**config.mk**
```make
export PLATFORM = sky130hd
export DESIGN_NAME = xgriscv_exmem_flat
export DESIGN_NICKNAME = d
export VERILOG_FILES = /design/src/rtl/xgriscv_exmem_pkg.sv /design/src/rtl/xgriscv_exmem_if.sv /design/src/rtl/xgriscv_store_align.sv /design/src/rtl/xgriscv_exmem.sv /design/src/flat_wrapper.sv
export SDC_FILE = /design/constraint.sdc
export NUM_CORES = 1
export LEC_CHECK = 0
export CELL_PAD_IN_SITES_DETAIL_PLACEMENT = 1
export CELL_PAD_IN_SITES_GLOBAL_PLACEMENT = 1
export CORE_MARGIN = 2
export CORE_UTILIZATION = 29
export CTS_BUF_LIST = sky130_fd_sc_hd__clkbuf_16
export DETAILED_ROUTE_END_ITERATION = 6
export PLACE_DENSITY_LB_ADDON = 0.08
export SYNTH_ARGS = -nofsm -noshare
export SYNTH_HDL_FRONTEND = slang
export SYNTH_SLANG_ARGS = --single-unit
```
**constraint.sdc**
```tcl
create_clock -name clk -period 3.3 [get_ports clk]
set_input_delay 0.33 -clock clk [delete_from_list [all_inputs] [get_ports clk]]
set_output_delay 0.33 -clock clk [all_outputs]
set_load 0.01 [all_outputs]
```
**src/rtl/xgriscv_exmem_pkg.sv**
```systemverilog
// Shared constants and helpers for the EX->MEM stage: datapath width, funct3 codes
// and the access-size decode used by the store lane aligner.
package xgriscv_exmem_pkg;

  localparam int          XLEN_DEF     = 32;
  localparam logic [31:0] RESET_PC_DEF = 32'h0000_0000;

  localparam logic [2:0] FUNCT3_LB  = 3'b000;
  localparam logic [2:0] FUNCT3_LH  = 3'b001;
  localparam logic [2:0] FUNCT3_LW  = 3'b010;
  localparam logic [2:0] FUNCT3_LBU = 3'b100;
  localparam logic [2:0] FUNCT3_LHU = 3'b101;
  localparam logic [2:0] FUNCT3_SB  = 3'b000;
  localparam logic [2:0] FUNCT3_SH  = 3'b001;
  localparam logic [2:0] FUNCT3_SW  = 3'b010;

  typedef enum logic [1:0] {
    SIZE_B = 2'b00,
    SIZE_H = 2'b01,
    SIZE_W = 2'b10,
    SIZE_X = 2'b11
  } size_e;

  // Loads and stores share funct3 encodings but not the legal set, so decode separately.
  function automatic size_e access_size(input logic [2:0] funct3, input logic is_store);
    size_e sz;
    if (is_store) begin
      case (funct3)
        FUNCT3_SB: sz = SIZE_B;
        FUNCT3_SH: sz = SIZE_H;
        FUNCT3_SW: sz = SIZE_W;
        default:   sz = SIZE_X;
      endcase
    end else begin
      case (funct3)
        FUNCT3_LB, FUNCT3_LBU: sz = SIZE_B;
        FUNCT3_LH, FUNCT3_LHU: sz = SIZE_H;
        FUNCT3_LW:             sz = SIZE_W;
        default:               sz = SIZE_X;
      endcase
    end
    return sz;
  endfunction

  function automatic logic is_misaligned(input size_e sz, input logic [1:0] addr);
    logic mis;
    case (sz)
      SIZE_H:  mis = addr[0];
      SIZE_W:  mis = (addr != 2'b00);
      default: mis = 1'b0;
    endcase
    return mis;
  endfunction

endpackage

```
**src/rtl/xgriscv_exmem_if.sv**
```systemverilog
// EX-side inputs and MEM-side outputs of the EX->MEM stage as one bundle.
interface xgriscv_exmem_if #(parameter int XLEN = 32);

  logic            ex_valid_i;
  logic [XLEN-1:0] ex_aluout_i;
  logic [XLEN-1:0] ex_pc_i;
  logic [XLEN-1:0] ex_imm_i;
  logic [XLEN-1:0] ex_rs2_i;
  logic            ex_branch_i;
  logic            ex_jal_i;
  logic            ex_jalr_i;
  logic            ex_memread_i;
  logic            ex_memwrite_i;
  logic [2:0]      ex_funct3_i;
  logic [4:0]      ex_rd_i;
  logic            ex_regwrite_i;

  logic            mem_valid_o;
  logic [XLEN-1:0] mem_result_o;
  logic [XLEN-1:0] mem_wdata_o;
  logic [3:0]      mem_be_o;
  logic            mem_read_o;
  logic            mem_write_o;
  logic [2:0]      mem_funct3_o;
  logic [4:0]      mem_rd_o;
  logic            mem_regwrite_o;
  logic            misalign_o;

  modport slave (
    input  ex_valid_i, ex_aluout_i, ex_pc_i, ex_imm_i, ex_rs2_i, ex_branch_i, ex_jal_i,
           ex_jalr_i, ex_memread_i, ex_memwrite_i, ex_funct3_i, ex_rd_i, ex_regwrite_i,
    output mem_valid_o, mem_result_o, mem_wdata_o, mem_be_o, mem_read_o, mem_write_o,
           mem_funct3_o, mem_rd_o, mem_regwrite_o, misalign_o
  );

  modport master (
    output ex_valid_i, ex_aluout_i, ex_pc_i, ex_imm_i, ex_rs2_i, ex_branch_i, ex_jal_i,
           ex_jalr_i, ex_memread_i, ex_memwrite_i, ex_funct3_i, ex_rd_i, ex_regwrite_i,
    input  mem_valid_o, mem_result_o, mem_wdata_o, mem_be_o, mem_read_o, mem_write_o,
           mem_funct3_o, mem_rd_o, mem_regwrite_o, misalign_o
  );

endinterface

```
**src/rtl/xgriscv_store_align.sv**
```systemverilog
// Combinational store lane aligner: byte enables, lane-replicated write data and
// misalignment flag from access size, low address bits and rs2.
module xgriscv_store_align
  import xgriscv_exmem_pkg::*;
(
  input  size_e       size_i,
  input  logic [1:0]  addr_i,
  input  logic [31:0] rs2_i,
  input  logic        access_i,
  output logic [3:0]  be_o,
  output logic [31:0] wdata_o,
  output logic        misalign_o
);

  // Lane select and data replication per access size
  always_comb begin
    be_o    = 4'b0000;
    wdata_o = rs2_i;
    case (size_i)
      SIZE_B: begin
        be_o    = 4'b0001 << addr_i;
        wdata_o = {4{rs2_i[7:0]}};
      end
      SIZE_H: begin
        be_o    = 4'b0011 << {addr_i[1], 1'b0};
        wdata_o = {2{rs2_i[15:0]}};
      end
      SIZE_W: begin
        be_o    = 4'b1111;
        wdata_o = rs2_i;
      end
      default: begin
        be_o    = 4'b0000;
        wdata_o = rs2_i;
      end
    endcase
    if (access_i) begin
      misalign_o = is_misaligned(size_i, addr_i);
    end else begin
      misalign_o = 1'b0;
    end
  end

endmodule

```
**src/rtl/xgriscv_exmem.sv**
```systemverilog
// EX->MEM pipeline register with branch/jump redirect resolution and store lane alignment.
// redirect_o pulses once per taken instruction, however long the stage is stalled.
module xgriscv_exmem
  import xgriscv_exmem_pkg::*;
#(
  parameter int              XLEN     = XLEN_DEF,
  parameter logic [XLEN-1:0] RESET_PC = RESET_PC_DEF
) (
  input  logic             clk,
  input  logic             reset,
  input  logic             stall_i,
  input  logic             flush_i,
  xgriscv_exmem_if.slave   bus,
  output logic             redirect_o,
  output logic [XLEN-1:0]  redirect_pc_o
);

  logic            valid_q;
  logic [XLEN-1:0] result_q, result_d;
  logic [XLEN-1:0] rs2_q;
  logic            read_q, write_q, regwrite_q;
  logic [2:0]      funct3_q;
  logic [4:0]      rd_q;
  logic            taken_q, taken_d;
  logic [XLEN-1:0] target_q, target_d;
  logic            fired_q;

  logic            redirect_s;
  size_e           size_s;
  logic [3:0]      be_s;
  logic [31:0]     wdata_s;
  logic            mis_s;

  // Next-state values captured when the stage loads from EX
  always_comb begin
    taken_d = (bus.ex_branch_i & bus.ex_aluout_i[0]) | bus.ex_jal_i | bus.ex_jalr_i;
    if (bus.ex_jalr_i) begin
      target_d = {bus.ex_aluout_i[XLEN-1:1], 1'b0};
    end else begin
      target_d = bus.ex_pc_i + bus.ex_imm_i;
    end
    if (bus.ex_jal_i | bus.ex_jalr_i) begin
      result_d = bus.ex_pc_i + XLEN'(4);
    end else begin
      result_d = bus.ex_aluout_i;
    end
  end

  assign redirect_s = valid_q & taken_q & ~fired_q;

  // Pipeline register: flush beats stall beats load
  always_ff @(posedge clk or posedge reset) begin
    if (reset) begin
      valid_q    <= 1'b0;
      result_q   <= '0;
      rs2_q      <= '0;
      read_q     <= 1'b0;
      write_q    <= 1'b0;
      regwrite_q <= 1'b0;
      funct3_q   <= 3'b000;
      rd_q       <= 5'd0;
      taken_q    <= 1'b0;
      target_q   <= RESET_PC;
      fired_q    <= 1'b0;
    end else if (flush_i) begin
      valid_q <= 1'b0;
      fired_q <= 1'b0;
    end else if (stall_i) begin
      if (redirect_s) begin
        fired_q <= 1'b1;
      end else begin
        fired_q <= fired_q;
      end
    end else begin
      valid_q    <= bus.ex_valid_i;
      result_q   <= result_d;
      rs2_q      <= bus.ex_rs2_i;
      read_q     <= bus.ex_memread_i;
      write_q    <= bus.ex_memwrite_i;
      regwrite_q <= bus.ex_regwrite_i;
      funct3_q   <= bus.ex_funct3_i;
      rd_q       <= bus.ex_rd_i;
      taken_q    <= taken_d;
      target_q   <= target_d;
      fired_q    <= 1'b0;
    end
  end

  assign size_s = access_size(funct3_q, write_q);

  xgriscv_store_align u_align (
    .size_i     (size_s),
    .addr_i     (result_q[1:0]),
    .rs2_i      (rs2_q[31:0]),
    .access_i   (read_q | write_q),
    .be_o       (be_s),
    .wdata_o    (wdata_s),
    .misalign_o (mis_s)
  );

  // Output strobes are only live for a valid, aligned access
  always_comb begin
    bus.mem_valid_o    = valid_q;
    bus.mem_result_o   = result_q;
    bus.mem_wdata_o    = XLEN'(wdata_s);
    bus.mem_funct3_o   = funct3_q;
    bus.mem_rd_o       = rd_q;
    redirect_o         = redirect_s;
    redirect_pc_o      = target_q;
    if (valid_q) begin
      bus.misalign_o     = mis_s;
      bus.mem_read_o     = read_q & ~mis_s;
      bus.mem_write_o    = write_q & ~mis_s;
      bus.mem_regwrite_o = regwrite_q & ~mis_s;
      if (write_q & ~mis_s) begin
        bus.mem_be_o = be_s;
      end else begin
        bus.mem_be_o = 4'b0000;
      end
    end else begin
      bus.misalign_o     = 1'b0;
      bus.mem_read_o     = 1'b0;
      bus.mem_write_o    = 1'b0;
      bus.mem_regwrite_o = 1'b0;
      bus.mem_be_o       = 4'b0000;
    end
  end

endmodule
```
**src/flat_wrapper.sv**
```systemverilog
// flat-port wrapper written by rule: the top's interface ports become plain ports
module xgriscv_exmem_flat import xgriscv_exmem_pkg::*;
#(
  parameter int              XLEN     = XLEN_DEF,
  parameter logic [XLEN-1:0] RESET_PC = RESET_PC_DEF
)
  (clk, reset, stall_i, flush_i, redirect_o, redirect_pc_o, bus_ex_valid_i, bus_ex_aluout_i, bus_ex_pc_i, bus_ex_imm_i, bus_ex_rs2_i, bus_ex_branch_i, bus_ex_jal_i, bus_ex_jalr_i, bus_ex_memread_i, bus_ex_memwrite_i, bus_ex_funct3_i, bus_ex_rd_i, bus_ex_regwrite_i, bus_mem_valid_o, bus_mem_result_o, bus_mem_wdata_o, bus_mem_be_o, bus_mem_read_o, bus_mem_write_o, bus_mem_funct3_o, bus_mem_rd_o, bus_mem_regwrite_o, bus_misalign_o);
  xgriscv_exmem_if #(.XLEN(XLEN)) bus_i ();
  input  logic clk;
  input  logic reset;
  input  logic stall_i;
  input  logic flush_i;
  output logic redirect_o;
  output logic [XLEN-1:0] redirect_pc_o;
  input wire logic [$bits(bus_i.ex_valid_i)-1:0] bus_ex_valid_i;
  input wire logic [$bits(bus_i.ex_aluout_i)-1:0] bus_ex_aluout_i;
  input wire logic [$bits(bus_i.ex_pc_i)-1:0] bus_ex_pc_i;
  input wire logic [$bits(bus_i.ex_imm_i)-1:0] bus_ex_imm_i;
  input wire logic [$bits(bus_i.ex_rs2_i)-1:0] bus_ex_rs2_i;
  input wire logic [$bits(bus_i.ex_branch_i)-1:0] bus_ex_branch_i;
  input wire logic [$bits(bus_i.ex_jal_i)-1:0] bus_ex_jal_i;
  input wire logic [$bits(bus_i.ex_jalr_i)-1:0] bus_ex_jalr_i;
  input wire logic [$bits(bus_i.ex_memread_i)-1:0] bus_ex_memread_i;
  input wire logic [$bits(bus_i.ex_memwrite_i)-1:0] bus_ex_memwrite_i;
  input wire logic [$bits(bus_i.ex_funct3_i)-1:0] bus_ex_funct3_i;
  input wire logic [$bits(bus_i.ex_rd_i)-1:0] bus_ex_rd_i;
  input wire logic [$bits(bus_i.ex_regwrite_i)-1:0] bus_ex_regwrite_i;
  output wire logic [$bits(bus_i.mem_valid_o)-1:0] bus_mem_valid_o;
  output wire logic [$bits(bus_i.mem_result_o)-1:0] bus_mem_result_o;
  output wire logic [$bits(bus_i.mem_wdata_o)-1:0] bus_mem_wdata_o;
  output wire logic [$bits(bus_i.mem_be_o)-1:0] bus_mem_be_o;
  output wire logic [$bits(bus_i.mem_read_o)-1:0] bus_mem_read_o;
  output wire logic [$bits(bus_i.mem_write_o)-1:0] bus_mem_write_o;
  output wire logic [$bits(bus_i.mem_funct3_o)-1:0] bus_mem_funct3_o;
  output wire logic [$bits(bus_i.mem_rd_o)-1:0] bus_mem_rd_o;
  output wire logic [$bits(bus_i.mem_regwrite_o)-1:0] bus_mem_regwrite_o;
  output wire logic [$bits(bus_i.misalign_o)-1:0] bus_misalign_o;
  assign bus_i.ex_valid_i = bus_ex_valid_i;
  assign bus_i.ex_aluout_i = bus_ex_aluout_i;
  assign bus_i.ex_pc_i = bus_ex_pc_i;
  assign bus_i.ex_imm_i = bus_ex_imm_i;
  assign bus_i.ex_rs2_i = bus_ex_rs2_i;
  assign bus_i.ex_branch_i = bus_ex_branch_i;
  assign bus_i.ex_jal_i = bus_ex_jal_i;
  assign bus_i.ex_jalr_i = bus_ex_jalr_i;
  assign bus_i.ex_memread_i = bus_ex_memread_i;
  assign bus_i.ex_memwrite_i = bus_ex_memwrite_i;
  assign bus_i.ex_funct3_i = bus_ex_funct3_i;
  assign bus_i.ex_rd_i = bus_ex_rd_i;
  assign bus_i.ex_regwrite_i = bus_ex_regwrite_i;
  assign bus_mem_valid_o = bus_i.mem_valid_o;
  assign bus_mem_result_o = bus_i.mem_result_o;
  assign bus_mem_wdata_o = bus_i.mem_wdata_o;
  assign bus_mem_be_o = bus_i.mem_be_o;
  assign bus_mem_read_o = bus_i.mem_read_o;
  assign bus_mem_write_o = bus_i.mem_write_o;
  assign bus_mem_funct3_o = bus_i.mem_funct3_o;
  assign bus_mem_rd_o = bus_i.mem_rd_o;
  assign bus_mem_regwrite_o = bus_i.mem_regwrite_o;
  assign bus_misalign_o = bus_i.misalign_o;
  xgriscv_exmem #(.XLEN(XLEN), .RESET_PC(RESET_PC)) u_core (.clk(clk), .reset(reset), .stall_i(stall_i), .flush_i(flush_i), .bus(bus_i), .redirect_o(redirect_o), .redirect_pc_o(redirect_pc_o));
endmodule
```
-- Yosys cells after proc, flatten, opt, wreduce, memory -nomap -nowiden
Cells that the tools add are included.
Widths: inputs -> output; s select.
- shift operators: 2
- bitwise operators: 14
- muxes and demuxes: 20
- equal/unequal tests: 8
- reductions and logical operators: 6
- $add $sub $neg: 2
- operators by type and width (cell ; count):
    $mux 32 ; 2
    $pmux 32 s2 ; 1
    $add 32x3->32 const B ; 1
    $add 32x32->32 ; 1
    $pmux 2 s3 ; 2
    $pmux 4 s3 ; 1
    $mux 1 ; 10
    $mux 4 ; 2
    $and 1x1->1 ; 6
    $eq 3x3->1 const B ; 2
    $not 1->1 ; 4
    $or 1x1->1 ; 4
    $reduce_or 2->1 ; 2
    $shl 1x2->4 const A ; 1
    $shl 2x2->4 const A ; 1
    $eq 3x1->1 const B ; 1
    $eq 3x2->1 const B ; 1
    $logic_not 3->1 ; 1
    $ne 3x1->1 const B ; 1
    $eq 2x1->1 const B ; 1
    $eq 2x2->1 const B ; 1
    $logic_not 2->1 ; 1
    $mux 2 ; 1
    $ne 2x1->1 const B ; 1
    other kinds (3) ; 3
- bits in registers: 110
- input bits: 147
- logic and storage cells: 63
- output and inout bits: 114

-- Depth between registers and ports, before layout
- depth in word-level cells: 11
- mapped depth: 11
- gate-level depth less buffers: 11

-- Hierarchy
Synthesis repeated with hierarchy kept, for this count alone.
- cells, all modules: 934
- area total of the unflattened synthesis: 7470.9 um2
- by module, submodules not included (module ; instances ; cells each ; sequential area each (um2) ; area an instance (um2)):
    xgriscv_exmem ; 1 ; 831 ; 2752.6 ; 6805.3
    xgriscv_store_align ; 1 ; 103 ; 0.0 ; 665.6

-- Worst setup path before layout
Ideal clock, no wire load.
- path type: input to register
- start: in bus_ex_imm_i[0]
- end: reg u_core.target_q[26] (netlist: u_core.redirect_pc_o[26])
- arrival time: 2.429 ns
- path buffers: 0
- slack: 0.740 ns
- stages on the path: 11
- data required time: 3.169 ns
- library setup time: 0.131 ns
- path through: ha_1 -> inv_1 -> fa_1 -> and2b_1 -> o31a_1 -> o21ai_1 -> or4_1 -> a211oi_2 -> o21bai_1 -> xor2_1 -> o21ai_1
- cells in the longest elaborated chain, start to end: 2
- ends and longest elaborated chain (item ; line ; source):
    start, declared ; flat_wrapper.sv:18 ; input wire logic [$bits(bus_i.ex_imm_i)-1:0] bus_ex_imm_i;
    $add 32x32->32 ; xgriscv_exmem.sv:40 ; target_d = bus.ex_pc_i + bus.ex_imm_i;
    $mux 32 ; xgriscv_exmem.sv:37 ; if (bus.ex_jalr_i) begin
    end signal, assigned ; xgriscv_exmem.sv:84 ; target_q <= target_d;
    end, declared ; xgriscv_exmem.sv:25 ; logic [XLEN-1:0] target_q, target_d;
Every way passes these cells.
A chain may end at the register's enable or synchronous reset.

-- Final worst setup path
- start: reg u_core.write_q
- end: out bus_mem_wdata_o[23]
- cells in the longest elaborated chain, start to end: 3
- elaborated cells between the ends (all ways): 4
- those cells by class: eq/ne: 1; mux: 2; reduce/logical: 1
- ends and longest elaborated chain (item ; line ; source):
    start, declared ; xgriscv_exmem.sv:21 ; logic read_q, write_q, regwrite_q;
    start signal, assigned ; xgriscv_exmem.sv:79 ; write_q <= bus.ex_memwrite_i;
    $mux 2 (*) ; xgriscv_exmem_pkg.sv:27 ; if (is_store) begin
    $eq 2x1->1 or $logic_not 2->1 (tied branches) ; xgriscv_store_align.sv:19 ; case (size_i)
    $pmux 32 s2 (*) ; xgriscv_store_align.sv:19 ;
    end, declared ; flat_wrapper.sv:30 ; output wire logic [$bits(bus_i.mem_wdata_o)-1:0] bus_mem_wdata_o;
Every way passes the cells marked *; elsewhere a longest branch is shown, timed or not.

==> summary.txt <==
STA
  – Min Tclk post-route: between 3000 and 4000 ps
  – Final hold vios: 0
  – Period utilization: a little over nine tenths
  – Worst relative slew slack: between 40% and 50%
  – Final Setup Violations: 0
  – Final hold slack: 400 ps
  – RSZ-0062 raised after global routing: yes
  – Worst Tran Pin Value: a little under 900 ps
  – Final Slew Violations: 0
  – Max Clk Rate: around 0.32 GHz
  – Clock skew: approximately 5.8 ps

Die
  – Chip width: 163 um
  – Die area: approximately 26000 um^2
  – Rows: just under 60
  – IO Count: about 260
  – Effective utilization at floorplan: around 29%
  – Core Area: 24900 um^2
  – Die Y-Extent: around 160 um

Setup path
  – CP startpoint kind: flip-flop
  – Critical path peak fanout: 10
  – Worst Path Arrival: approximately 2800 ps
  – Buf+Inv Stages, Crit Path: 4
  – Critical-path top delay cell: clkdlybuf4s50_1
  – Critical Path End Type: primary output
  – Slowest stage delay, CP: between 400 and 500 ps
  – Crit path required time: about 3000 ps
  – CP Class: reg2out
  – Crit-path cells: o21ai_1 -> nor2b_4 -> inv_1 -> ha_1 -> buf_4 -> nor2_2 -> buf_6 -> mux2_2 -> clkdlybuf4s50_1
  – Delay-heaviest family, CP: buffers and inverters

Power and ir drop
  – Leak pwr: between 0.004 and 0.005 uW
  – Pwr dens: between 400 and 500 nW/um^2
  – Tot Pwr: around 4600 uW
  – Maximum vdd drop: a little over 0.0002 V

Detailed routing
  – Total wire length: between 20000 and 30000 um
  – DRC: 0
  – WL per Instance: between 15 and 20 um
  – Iteration count of the initial detailed-routing pass: 4
  – Starting DRT DRC Count: 305
  – Via-per-instance ratio: 4.92
  – Post-DRT Antenna Nets: 0
  – Detailed-route via count: 7393

GRT
  – Initial antenna violation count: 0
  – Most crowded layer after global routing: met2
  – First-pass GRT wire length: roughly 44000 um
  – Congestion Overflow GR: 0
  – Largest net degree at the start of global routing: 76
  – Met3 GRT Util: under 10%
  – Met2 Resource Use GR: a little over a third
  – Total track usage: between 20% and 30%
  – Met1 GRT Util: between 20 and 30%
  – Number of global-route vias before repair: around 7700

Finish
  – Most frequent cells in the layout: 254 x clkdlybuf4s50_1, 229 x nand2_1, 110 x dfrtp_1, 81 x a21oi_1, 57 x nor2_1
  – Area occupied by multi-input gates: 4260 um^2
  – Reg area: around 2800 um^2
  – Post-layout nets: 1353
  – Area growth syn-to-layout: 47.5%
  – N_diodes: 0
  – Share of layout cells above drive strength 1: approximately 6.9%
  – Fill count: about 3000
  – Commonest non-fill, non-tap cell in the layout: clkdlybuf4s50_1

Synth
  – Area share of the largest cell type after synthesis: 37.8%
  – Netlist cell types: between 50 and 60
  – Seq/Total Area, Yosys: roughly 38%
  – Syn. warnings: 0
  – Asr flop ratio synth: 100%
  – Synthesized area: about 7300 um^2
  – Ys flop type: dfrtp_1
  – Synth top area cells: dfrtp_1 38%, nand2_1 12%, ha_1 6.2%
  – Syn Area/Cell: around 8 um^2
  – Gate Count Post-Synth: ~900
  – EDFF count, synth: 0
  – Most area-hungry cell type in the Yosys netlist: dfrtp_1
  – Synthesized flop and latch total: 110
  – Synthesized net count: between 1000 and 1500

Clocking
  – Root Buffer Master: clkbuf_16
  – Num CTS Buffers: 9
  – Clk Latency, worst-skew pair: 360 ps
  – Clk buf depth: 2
  – Clk slew on worst S/H paths: 90 ps
  – Clock Sinks: 110
  – H-tree Lvls: 3
  – Post-CTS Hold Buffers: 0
  – TritonCTS clock tree: built

Place
  – GP Congestion: 0.817
  – Detailed placer's ending HPWL: between 20000 and 25000 um
  – Buffers on Ports: 260

Outcome
  – Status: complete, no violations

Worst hold path
  – Worst Hold Class: in2async

Run
  – Max Cap Viol: 0
-- where the power goes --
| group | switching [uW] | internal, uW | total, uW |
|---|---|---|---|
| clock | 584 | 532 | 1120 |
| combinational | 876 | 947 | 1820 |
| sequential | 138 | 1540 | 1680 |
| total | 1600 | 3020 | 4620 |
-- through the flow --
stage,util [%],cell area [um^2],cells,setup WS [ps],TNS (ps)
6_report,43.2,10800,1504,177,0
5_1_grt,43.2,10800,1504,-5.04,-6.98
4_1_cts,43.0,10700,1501,9.98,0
3_5_place_dp,41.8,10400,1485,-220,-638
3_3_place_gp,41.8,10400,1485,-148,-354
2_1_floorplan,-,7290,911,67.7,0
-- cell families (layout without fill, tap and decap cells) --
logic type	after synthesis	count (layout)	synth area share, %
simple gates	374	374	22.0
compound gates	242	242	19.8
flops	110	110	37.8
buf+inv	72	335	4.21
xor+xnor	50	50	6.01
fa+ha+maj	37	37	6.46
mux	26	26	3.71
-- synth_stat cells, types with 9 or more instances --
library cell,count
o21ai_1,33
mux2i_1,18
xnor2_1,34
clkbuf_1,42
o21ai_0,50
a21o_1,19
nand3_1,20
nor2_1,61
nand4_1,9
inv_1,16
nand2_1,229
and3_1,20
xor2_1,16
a21oi_1,81
ha_1,36
dfrtp_1,110
-- state kept, by name (all words and copies together), names as in the netlist --
| name | cells |
|---|---|
| u_core.bus.mem_funct3_o | 3 |
| u_core.bus.mem_rd_o | 5 |
| u_core.bus.mem_result_o | 32 |
| u_core.bus.mem_valid_o | 1 |
| u_core.fired_q | 1 |
| u_core.read_q | 1 |
| u_core.redirect_pc_o | 32 |
| u_core.regwrite_q | 1 |
| u_core.rs2_q | 32 |
| u_core.taken_q | 1 |
| u_core.write_q | 1 |
-- cell type report --
type / count / area share, %
flip-flops and latches: 110 / 25.6
clock buffers: 9 / 2.09
inverters: 16 / 0.582
clock inverters: 7 / 0.617
repair buffers: 303 / 27.7
multi-input cells: 729 / 39.6
well taps: 330 / 3.84
-- path summary, 6_finish.rpt --
kind / from / endpoint / slack [ps] / depth (start not counted)
setup / recovery: u_core.write_q$_DFFE_PP0P_ / bus_mem_wdata_o[23] / 180 / 9
hold / removal: reset / u_core.rs2_q[22]$_DFFE_PP0P_ / 400 / 2
setup reg to reg: u_core.bus.mem_valid_o$_DFFE_PP0N_ / u_core.fired_q$_DFFE_PP0P_ / 2490 / 2
hold reg to reg: u_core.redirect_pc_o[0]$_DFFE_PP0P_ / u_core.redirect_pc_o[0]$_DFFE_PP0P_ / 470 / 2
max in group asynchronous: reset / u_core.rs2_q[5]$_DFFE_PP0P_ / 2120 / 3
min in group clk: u_core.redirect_pc_o[0]$_DFFE_PP0P_ / u_core.redirect_pc_o[0]$_DFFE_PP0P_ / 470 / 2
-- layer usage --
metal | up-vias | part of all wire [%]
met5 | - | 0
met2 | 191 | 46
met3 | 28 | 4.1
met1 | 3523 | 48
li1 | 3651 | -
met4 | 0 | 2.0
-- repair_timing --
action,4_1_cts,5_1_grt
cloned,0,1
endpoints found under the setup margin,11,20
resized for setup,2,10
pin swaps,0,0
setup buffers,0,2
No activity file was read; power rests on OpenSTA's default activity.
